==> src/rtl/arb_pkg.sv <==
// Shared types and helpers for the round-robin grant encoder.
// Provides the arbiter state type and a generic one-hot to binary encoder.
package arb_pkg;

    typedef enum logic {
        IDLE = 1'b0,
        BUSY = 1'b1
    } arb_state_t;

    localparam int unsigned ARB_IDLE_IDX = 0;

    // OR of the indices of all set bits; exact for zero or one-hot inputs.
    function automatic int unsigned onehot_to_idx(input logic [63:0] i_oh);
        int unsigned v;
        v = ARB_IDLE_IDX;
        for (int unsigned i = 0; i < 64; i++) begin
            if (i_oh[i]) v = v | i;
        end
        return v;
    endfunction

endpackage

==> src/rtl/rr_pick.sv <==
// Rotating-priority search: first set request after i_last_idx, wrapping
// from N_REQ-1 back to 0.
module rr_pick #(
    parameter int N_REQ = 4,
    parameter int IDX_W = 2
) (
    input  logic [N_REQ-1:0] i_req,
    input  logic [IDX_W-1:0] i_last_idx,
    output logic             o_found,
    output logic [IDX_W-1:0] o_win_idx
);

    always_comb begin
        int         pos_int;
        logic [IDX_W-1:0] w_pos;
        o_found   = 1'b0;
        o_win_idx = '0;
        pos_int   = 0;
        w_pos     = '0;
        // Scan farthest-first so the closest candidate after last_idx overwrites.
        for (int k = N_REQ - 1; k >= 0; k--) begin
            pos_int = int'(i_last_idx) + 1 + k;
            if (pos_int >= N_REQ) pos_int = pos_int - N_REQ;
            w_pos = IDX_W'(pos_int);
            if (i_req[w_pos]) begin
                o_found   = 1'b1;
                o_win_idx = w_pos;
            end
        end
    end

endmodule

==> src/rtl/rr_grant_encoder.sv <==
// Round-robin arbiter with grant hold timeout and binary grant index.
// state | meaning
// IDLE  | no grant; arbitrate among pending requests, grant on next edge
// BUSY  | grant held for owner until its request drops or MAX_HOLD expires
module rr_grant_encoder
    import arb_pkg::*;
#(
    parameter int N_REQ    = 4,
    parameter int IDX_W    = 2,
    parameter int MAX_HOLD = 16,
    parameter int CNT_W    = 5
) (
    input  logic             i_clk,
    input  logic             i_rst,
    input  logic [N_REQ-1:0] i_req,
    output logic [N_REQ-1:0] o_grant,
    output logic [IDX_W-1:0] o_grant_idx,
    output logic             o_grant_valid,
    output logic             o_timeout
);

    arb_state_t       r_state;
    logic [CNT_W-1:0] r_hold_cnt;
    logic [IDX_W-1:0] r_last_idx;
    logic [N_REQ-1:0] r_grant;
    logic             r_grant_valid;
    logic             r_timeout;

    logic             w_found;
    logic [IDX_W-1:0] w_win_idx;
    logic [IDX_W-1:0] w_owner_idx;
    logic             w_owner_req;
    logic [N_REQ-1:0] w_onehot;

    rr_pick #(
        .N_REQ (N_REQ),
        .IDX_W (IDX_W)
    ) u_pick (
        .i_req      (i_req),
        .i_last_idx (r_last_idx),
        .o_found    (w_found),
        .o_win_idx  (w_win_idx)
    );

    assign w_onehot    = N_REQ'(1) << w_win_idx;
    assign w_owner_idx = IDX_W'(onehot_to_idx(64'(r_grant)));
    assign w_owner_req = i_req[w_owner_idx];

    always_ff @(posedge i_clk) begin
        if (i_rst) begin
            r_state       <= IDLE;
            r_hold_cnt    <= '0;
            r_last_idx    <= IDX_W'(N_REQ - 1);
            r_grant       <= '0;
            r_grant_valid <= 1'b0;
            r_timeout     <= 1'b0;
        end else begin
            r_timeout <= 1'b0;
            case (r_state)
                IDLE: begin
                    if (w_found) begin
                        r_grant       <= w_onehot;
                        r_grant_valid <= 1'b1;
                        r_hold_cnt    <= '0;
                        r_state       <= BUSY;
                    end
                end
                BUSY: begin
                    // Release wins over timeout when both apply in the same cycle.
                    if (!w_owner_req) begin
                        r_grant       <= '0;
                        r_grant_valid <= 1'b0;
                        r_last_idx    <= w_owner_idx;
                        r_state       <= IDLE;
                    end else if (r_hold_cnt == CNT_W'(MAX_HOLD - 1)) begin
                        r_grant       <= '0;
                        r_grant_valid <= 1'b0;
                        r_last_idx    <= w_owner_idx;
                        r_timeout     <= 1'b1;
                        r_state       <= IDLE;
                    end else begin
                        r_hold_cnt <= r_hold_cnt + CNT_W'(1);
                    end
                end
                default: r_state <= IDLE;
            endcase
        end
    end

    assign o_grant       = r_grant;
    assign o_grant_idx   = w_owner_idx;
    assign o_grant_valid = r_grant_valid;
    assign o_timeout     = r_timeout;

endmodule

==> config.mk <==
export PLATFORM = sky130hd
export DESIGN_NAME = rr_grant_encoder
export DESIGN_NICKNAME = d
export VERILOG_FILES = /design/src/rtl/arb_pkg.sv /design/src/rtl/rr_pick.sv /design/src/rtl/rr_grant_encoder.sv
export SDC_FILE = /design/constraint.sdc
export NUM_CORES = 1
export LEC_CHECK = 0
export ABC_AREA = 1
export BUFFER_PORTS_ARGS = -buffer_cell sky130_fd_sc_hd__buf_2
export CAP_MARGIN = 25
export CORE_MARGIN = 8
export CORE_UTILIZATION = 50
export CTS_CLUSTER_SIZE = 30
export DETAILED_ROUTE_END_ITERATION = 8
export PLACE_DENSITY = 0.82
export SLEW_MARGIN = 10
export SYNTH_ARGS = -nofsm -noshare
export SYNTH_HDL_FRONTEND = slang
export SYNTH_SLANG_ARGS = --single-unit
==> constraint.sdc <==
create_clock -name i_clk -period 2.2 [get_ports i_clk]
set_clock_uncertainty 0.2 [all_clocks]
set_input_delay 0.33 -clock i_clk [delete_from_list [all_inputs] [get_ports i_clk]]
set_output_delay 0.33 -clock i_clk [all_outputs]
set_load 0.01 [all_outputs]
==> results of run 1 <==
-- placed cells by master (no fill, tap or decap), drive strengths merged --
cell / count
nor2: 11
or2: 1
xor2: 1
dfxtp: 14
nor3: 1
nand2: 43
a21oi: 11
inv: 25
o22ai: 1
clkbuf: 3
nand4: 2
nand3: 15
o21ai: 3
o211ai: 2
nor3b: 1
ha: 2
buf: 13
-- per-layer routing --
layer | vias up | GRT usage (%)
li1 | 457 | -
met2 | 12 | 24.9
met3 | 9 | 2.61
met4 | 0 | 7.34
met1 | 392 | 11.8
met5 | - | 0
-- Yosys cell counts --
library cell	instances	share of area (%)
nand2_1	31	13
inv_1	19	8.0
dfxtp_1	14	31
nand3_1	14	7.8
nand2_2	10	7.0
nor2_1	7	2.9
a21oi_1	6	3.4
a21oi_2	5	4.9
inv_2	4	1.7
nor2_2	4	2.8
ha_1	2	2.8
inv_4	2	1.4
nand2_4	2	2.5
nand4_1	2	1.4
o211ai_1	2	1.7
o21ai_0	2	1.1
clkbuf_1	1	0.42
nand3_2	1	1.1
nor3_2	1	1.1
nor3b_1	1	0.84
o21ai_1	1	0.56
o22ai_1	1	0.70
or2_2	1	0.70
xor2_1	1	0.98
-- sequential cells by signal, indices dropped and copies added (netlist names) --
register,flops
r_state,1
r_hold_cnt,5
o_grant,4
o_grant_valid,1
o_timeout,1
r_last_idx,2
-- report_power, final --
group | internal [µW] | total [µW] | switching (µW)
clock | 63.5 | 143 | 79.1
combinational | 254 | 729 | 475
sequential | 318 | 380 | 61.9
-- metrics by stage --
stage	util (%)	instance area (µm²)
global placement	57.9	988
detailed placement	57.9	988
finish	59.2	1010
global route	59.2	1010
CTS	59.2	1010
floorplan	-	896
-- critical path, stage by stage, from the launching register on --
cell and delay (ps):
dfxtp_1 340, ha_1 210, nand2_1 80, nor2_1 40, ha_1 170, inv_1 80
nand3_1 170, or2_2 330, a21oi_2 130
-- layout make-up --
type / instances / area [µm²] / area share (%)
Inverter: 25 / 98.8 / 9.78
Clock buffer: 3 / 22.5 / 2.23
Multi-Input combinational cell: 94 / 513 / 50.7
Tap cell: 25 / 31.3 / 3.09
Timing Repair Buffer: 13 / 65.1 / 6.44
Sequential cell: 14 / 280 / 27.7
-- logic make-up (layout without fill, tap and decap cells) --
| group | Yosys count | in the layout |
|---|---|---|
| compound gates | 17 | 17 |
| simple gates | 74 | 74 |
| flops | 14 | 14 |
| fa+ha+maj | 2 | 2 |
| buf+inv | 26 | 41 |
| xor+xnor | 1 | 1 |
-- final timing paths --
| path | startpoint | endpoint | depth (start not counted) |
|---|---|---|---|
| max | r_hold_cnt[0]$_SDFFE_PP0P_ | r_hold_cnt[4]$_SDFFE_PP0P_ | 8 |
| min | i_rst | r_hold_cnt[3]$_SDFFE_PP0P_ | 2 |
| max reg2reg | r_hold_cnt[0]$_SDFFE_PP0P_ | r_hold_cnt[4]$_SDFFE_PP0P_ | 8 |
| min reg2reg | r_hold_cnt[3]$_SDFFE_PP0P_ | r_hold_cnt[3]$_SDFFE_PP0P_ | 2 |
==> qor.txt, run 1 <==
Setup violations, final - 0
Pwr Total - 1250 µW
antenna-violating nets left - 0
Root Buffer - clkbuf_4
Worst Hold Class - primary input to flop
WP data arrival - 1820 ps
largest family of logic cells by synthesized area - simple AND/OR/NAND/NOR gates
CTS tree - done
routed len/inst - 10.9 µm
outcome - finished clean
initial antenna violation count - 0
# hold bufs at CTS - 0
clk_lat worst skew - 280 ps
dpl cells - 171
startpoint class of the critical path - flop
Syn-to-layout area delta - 12.8%
Die Ht - 58.3 µm
boundary pin count - 14
Routed WL - 1900 µm
post-synthesis sequential area ratio - 31.3%
largest net degree at the start of global routing - 11
Final Instance Count excl. Fillers - 174
Yosys warning count - 0
nets@finish - 159
PostCTS Resize Cnt - 0
synthesized flop and latch total - 14
critical path class - flop to flop
Max VDD drop - 0.000523 V
drt first pass iters - 4
Leakage - 0.000509 µW
Yosys cell types - 24
Mapped Area - 896 µm²
RD Place Congestion - 0.819
DP Worst Slack - 403 ps
Vias - 870
Max Fclk - 555 MHz
post-CTS setup buffers - 0
Slew headroom - 84.7%
routed wl met2 - 1080 µm
met3 WL post-DR - 33 µm
Syn Nets - 142
grt ovf - 0
I/O Buffers - 13
top layer in use - met4
setup ws final - 397 ps
vias per cell - 5.00
Syn Area/Cell - 6.69 µm²
R2R setup slack - 400 ps
proportion of layout cells with a drive suffix above 1 - 30.9%
HPWL Detailed - 1630 µm
1st-iter DRT viols - 13
max-cap violations - 0
Compound-Gate Fraction of Synth Area - 12.3%
Filler cells - 151
WHS - 151 ps
vias in the first global route - 836
post-layout minimum cycle time - 1800 ps
pwr/cell area - 1240 nW/µm²
Pins Over Slew Limit - 0
Post-Synthesis Cells - 134
routed metal-1 wirelength - 727 µm
ANT cells - 0
clock buffer count from CTS - 3
row cnt - 15
crit path capture type - flop
CORE AREA - 1710 µm²
xor and xnor area share after synthesis - 0.978%
total track usage - 12.7%
CP max FO - 4
global-route wire length before repair - 3400 µm
simple-gate share of the synthesized area - 41.2%
Post-Synth Adder-Cell Area - 2.79%
post-synthesis mux area share - 0%
Worst Path Required - 2220 ps
Hold Violations, Final - 0
Post-route DRC - 0
CTS sink count - 14
fin crit share - 82.0%
Worst-Margin Slew - 229 ps
total negative slack - 0 ps
RSZ-0062 raised after global routing - no
Die Area - 3400 µm²
initial core utilization - 52.5%
H-tree Lvls - 1
Die Span X - 58.3 µm
Max Root-Sink Buffers - 2
clk slew on worst S/H paths - 80 ps
(Power assumes the default switching activity.)
==> inputs of run 2 (changes only) <==
--- a/config.mk
+++ b/config.mk
@@ -9,10 +9,10 @@
 export BUFFER_PORTS_ARGS = -buffer_cell sky130_fd_sc_hd__buf_2
 export CAP_MARGIN = 25
 export CORE_MARGIN = 8
-export CORE_UTILIZATION = 50
+export CORE_UTILIZATION = 49
 export CTS_CLUSTER_SIZE = 30
 export DETAILED_ROUTE_END_ITERATION = 8
-export PLACE_DENSITY = 0.82
+export PLACE_DENSITY = 0.83
 export SLEW_MARGIN = 10
 export SYNTH_ARGS = -nofsm -noshare
 export SYNTH_HDL_FRONTEND = slang
==> constraint.sdc (replaced) <==
create_clock -name i_clk -period 1.5 [get_ports i_clk]
set_clock_uncertainty 0.2 [all_clocks]
set_input_delay 0.225 -clock i_clk [delete_from_list [all_inputs] [get_ports i_clk]]
set_output_delay 0.225 -clock i_clk [all_outputs]
set_load 0.01 [all_outputs]
==> run 2 against run 1 <==
Effect of this change: the flow now finishes with violations (negative setup slack); first-iteration DRC count rose by 120%; clock-buffer cell count up 1; worst setup slack worse by 490 ps; total power is 110% higher; sequential power is 64% higher; die area increased by 1.5%; cell count increased by 11%; utilization increased by 22 points; largest cell class unchanged.
==> qor.txt, run 2 (synthesized netlist as in run 1, its figures left out) <==
initial antenna violation count - 0 (unchanged)
Setup violations, final - 11 (was 0)
RSZ-0062 raised after global routing - yes (was no)
grt ovf - 0 (unchanged)
setup ws final - -95.6 ps (was 397 ps)
initial core utilization - 51.9% (was 52.5%)
Post-route DRC - 0 (unchanged)
dpl cells - 181 (was 171)
Pwr Total - 2610 µW (was 1250 µW)
r2r worst-path depth - 11 (was 8)
max FFs per register - 5 (unchanged)
Max Root-Sink Buffers - 2 (unchanged)
Slew headroom - 74.1% (was 84.7%)
Max VDD drop - 0.00123 V (was 0.000523 V)
WHS - 63.5 ps (was 151 ps)
WP data arrival - 1620 ps (was 1820 ps)
Syn-to-layout area delta - 56.7% (was 12.8%)
Leakage - 0.000662 µW (was 0.000509 µW)
CORE AREA - 1730 µm² (was 1710 µm²)
total track usage - 13.8% (was 12.7%)
nets@finish - 177 (was 159)
Die Area - 3450 µm² (was 3400 µm²)
Hold Violations, Final - 0 (unchanged)
row cnt - 15 (unchanged)
post-layout minimum cycle time - 1600 ps (was 1800 ps)
CTS tree - done (unchanged)
Worst-Margin Slew - 388 ps (was 229 ps)
commonest cells after routing, fill and taps aside - nand2_2, buf_4, inv_1, buf_2, nand2_4 (was nand2_1, inv_1, nand3_1, dfxtp_1, buf_2)
design area - 1400 µm² (was 1010 µm²)
drt first pass iters - 4 (unchanged)
WHS Path Cells - 2 (unchanged)
1st-iter DRT viols - 28 (was 13)
RD Place Congestion - 0.796 (was 0.819)
Routed WL - 2540 µm (was 1900 µm)
proportion of layout cells with a drive suffix above 1 - 66.7% (was 30.9%)
ANT cells - 0 (unchanged)
Biggest register - r_hold_cnt (unchanged)
antenna-violating nets left - 0 (unchanged)
max-cap violations - 0 (unchanged)
# hold bufs at CTS - 0 (unchanged)
Die Span X - 58.8 µm (was 58.3 µm)
commonest non-fill, non-tap cell in the layout - nand2_2 (was nand2_1)
HPWL Detailed - 1690 µm (was 1630 µm)
startpoint class of the critical path - flop (unchanged)
Worst Hold Class - primary input to flop (unchanged)
vias in the first global route - 920 (was 836)
Die Ht - 58.8 µm (was 58.3 µm)
vias per cell - 5.01 (was 5.00)
global-route wire length before repair - 3730 µm (was 3400 µm)
routed len/inst - 13.2 µm (was 10.9 µm)
Max Fclk - 627 MHz (was 555 MHz)
outcome - complete, but fails checks (was finished clean)
critical path class - flop to flop (unchanged)
CTS sink count - 14 (unchanged)
I/O Buffers - 13 (unchanged)
pwr/cell area - 1860 nW/µm² (was 1240 nW/µm²)
fin crit share - 106% (was 82.0%)
Final Instance Count excl. Fillers - 193 (was 174)
largest net degree at the start of global routing - 11 (unchanged)
clk slew on worst S/H paths - 80 ps (about the same)
Post-DP Area - 1090 µm² (was 988 µm²)
failing checks - negative setup slack
crit path capture type - flop (unchanged)
clk_lat worst skew - 280 ps (about the same)
Worst Path Required - 1530 ps (was 2220 ps)
Vias - 966 (was 870)
clock buffer count from CTS - 3 (unchanged)
Root Buffer - clkbuf_4 (unchanged)
CP max FO - 7 (was 4)
boundary pin count - 14 (unchanged)
total negative slack - -697 ps (was 0 ps)
Pins Over Slew Limit - 0 (unchanged)
H-tree Lvls - 1 (unchanged)
==> run 2: final timing paths <==
check	startpoint	end	slack (ps)
max	r_last_idx[0]$_SDFFE_PP1P_	r_hold_cnt[4]$_SDFFE_PP0P_	-100
min	i_rst	r_hold_cnt[3]$_SDFFE_PP0P_	60
max reg2reg	r_last_idx[0]$_SDFFE_PP1P_	r_hold_cnt[4]$_SDFFE_PP0P_	-100
min reg2reg	r_hold_cnt[3]$_SDFFE_PP0P_	r_hold_cnt[3]$_SDFFE_PP0P_	270
==> run 2: timing repair <==
action                     CTS  global route
resized for setup           20            45
setup endpoints to repair   14            15
cloned                       0             0
buffers inserted             5             3
pin swaps                    9            18
==> run 2: where the power goes <==
group	switching (µW)	total, µW	leakage [µW]	internal, µW
logic	1020	1720	0.000525	696
clock network	127	274	0.0000210	148
registers	140	624	0.000116	484
total	1290	2610	0.000662	1330
==> run 2: metal layers <==
metal	global-route usage, %	share of wire [%]	vias to the layer above
met4	7.17	2.6	0
met2	27.9	56	14
met1	12.5	39	445
li1	-	-	498
met3	2.39	2.4	9
met5	0	0	-
==> run 2: metrics by stage <==
step	worst slack (ps)	util (%)
3_5_place_dp	-149	63.1
2_1_floorplan	-34.3	-
4_1_cts	-54.7	70.3
3_3_place_gp	-104	63.1
6_report	-95.6	81.3
5_1_grt	-190	81.3
==> run 2: final cells by class <==
| type | count | area [µm²] |
|---|---|---|
| Inverter | 25 | 109 |
| Fill cell | 120 | 323 |
| Timing Repair Buffer | 31 | 210 |
| Sequential cell | 14 | 293 |
| Multi-Input combinational cell | 94 | 724 |
| Tap cell | 25 | 31.3 |
| Clock buffer | 4 | 36.3 |
==> run 2: critical path, cell delays in order (launching register included) <==
cell	delay, ps
dfxtp_4	400
inv_8	90
nand2_2	70
nand2_2	90
nand2_2	70
nor3_4	160
nor2_4	60
inv_4	100
nand2_4	60
inv_4	70
nand2_2	50
a21oi_2	110
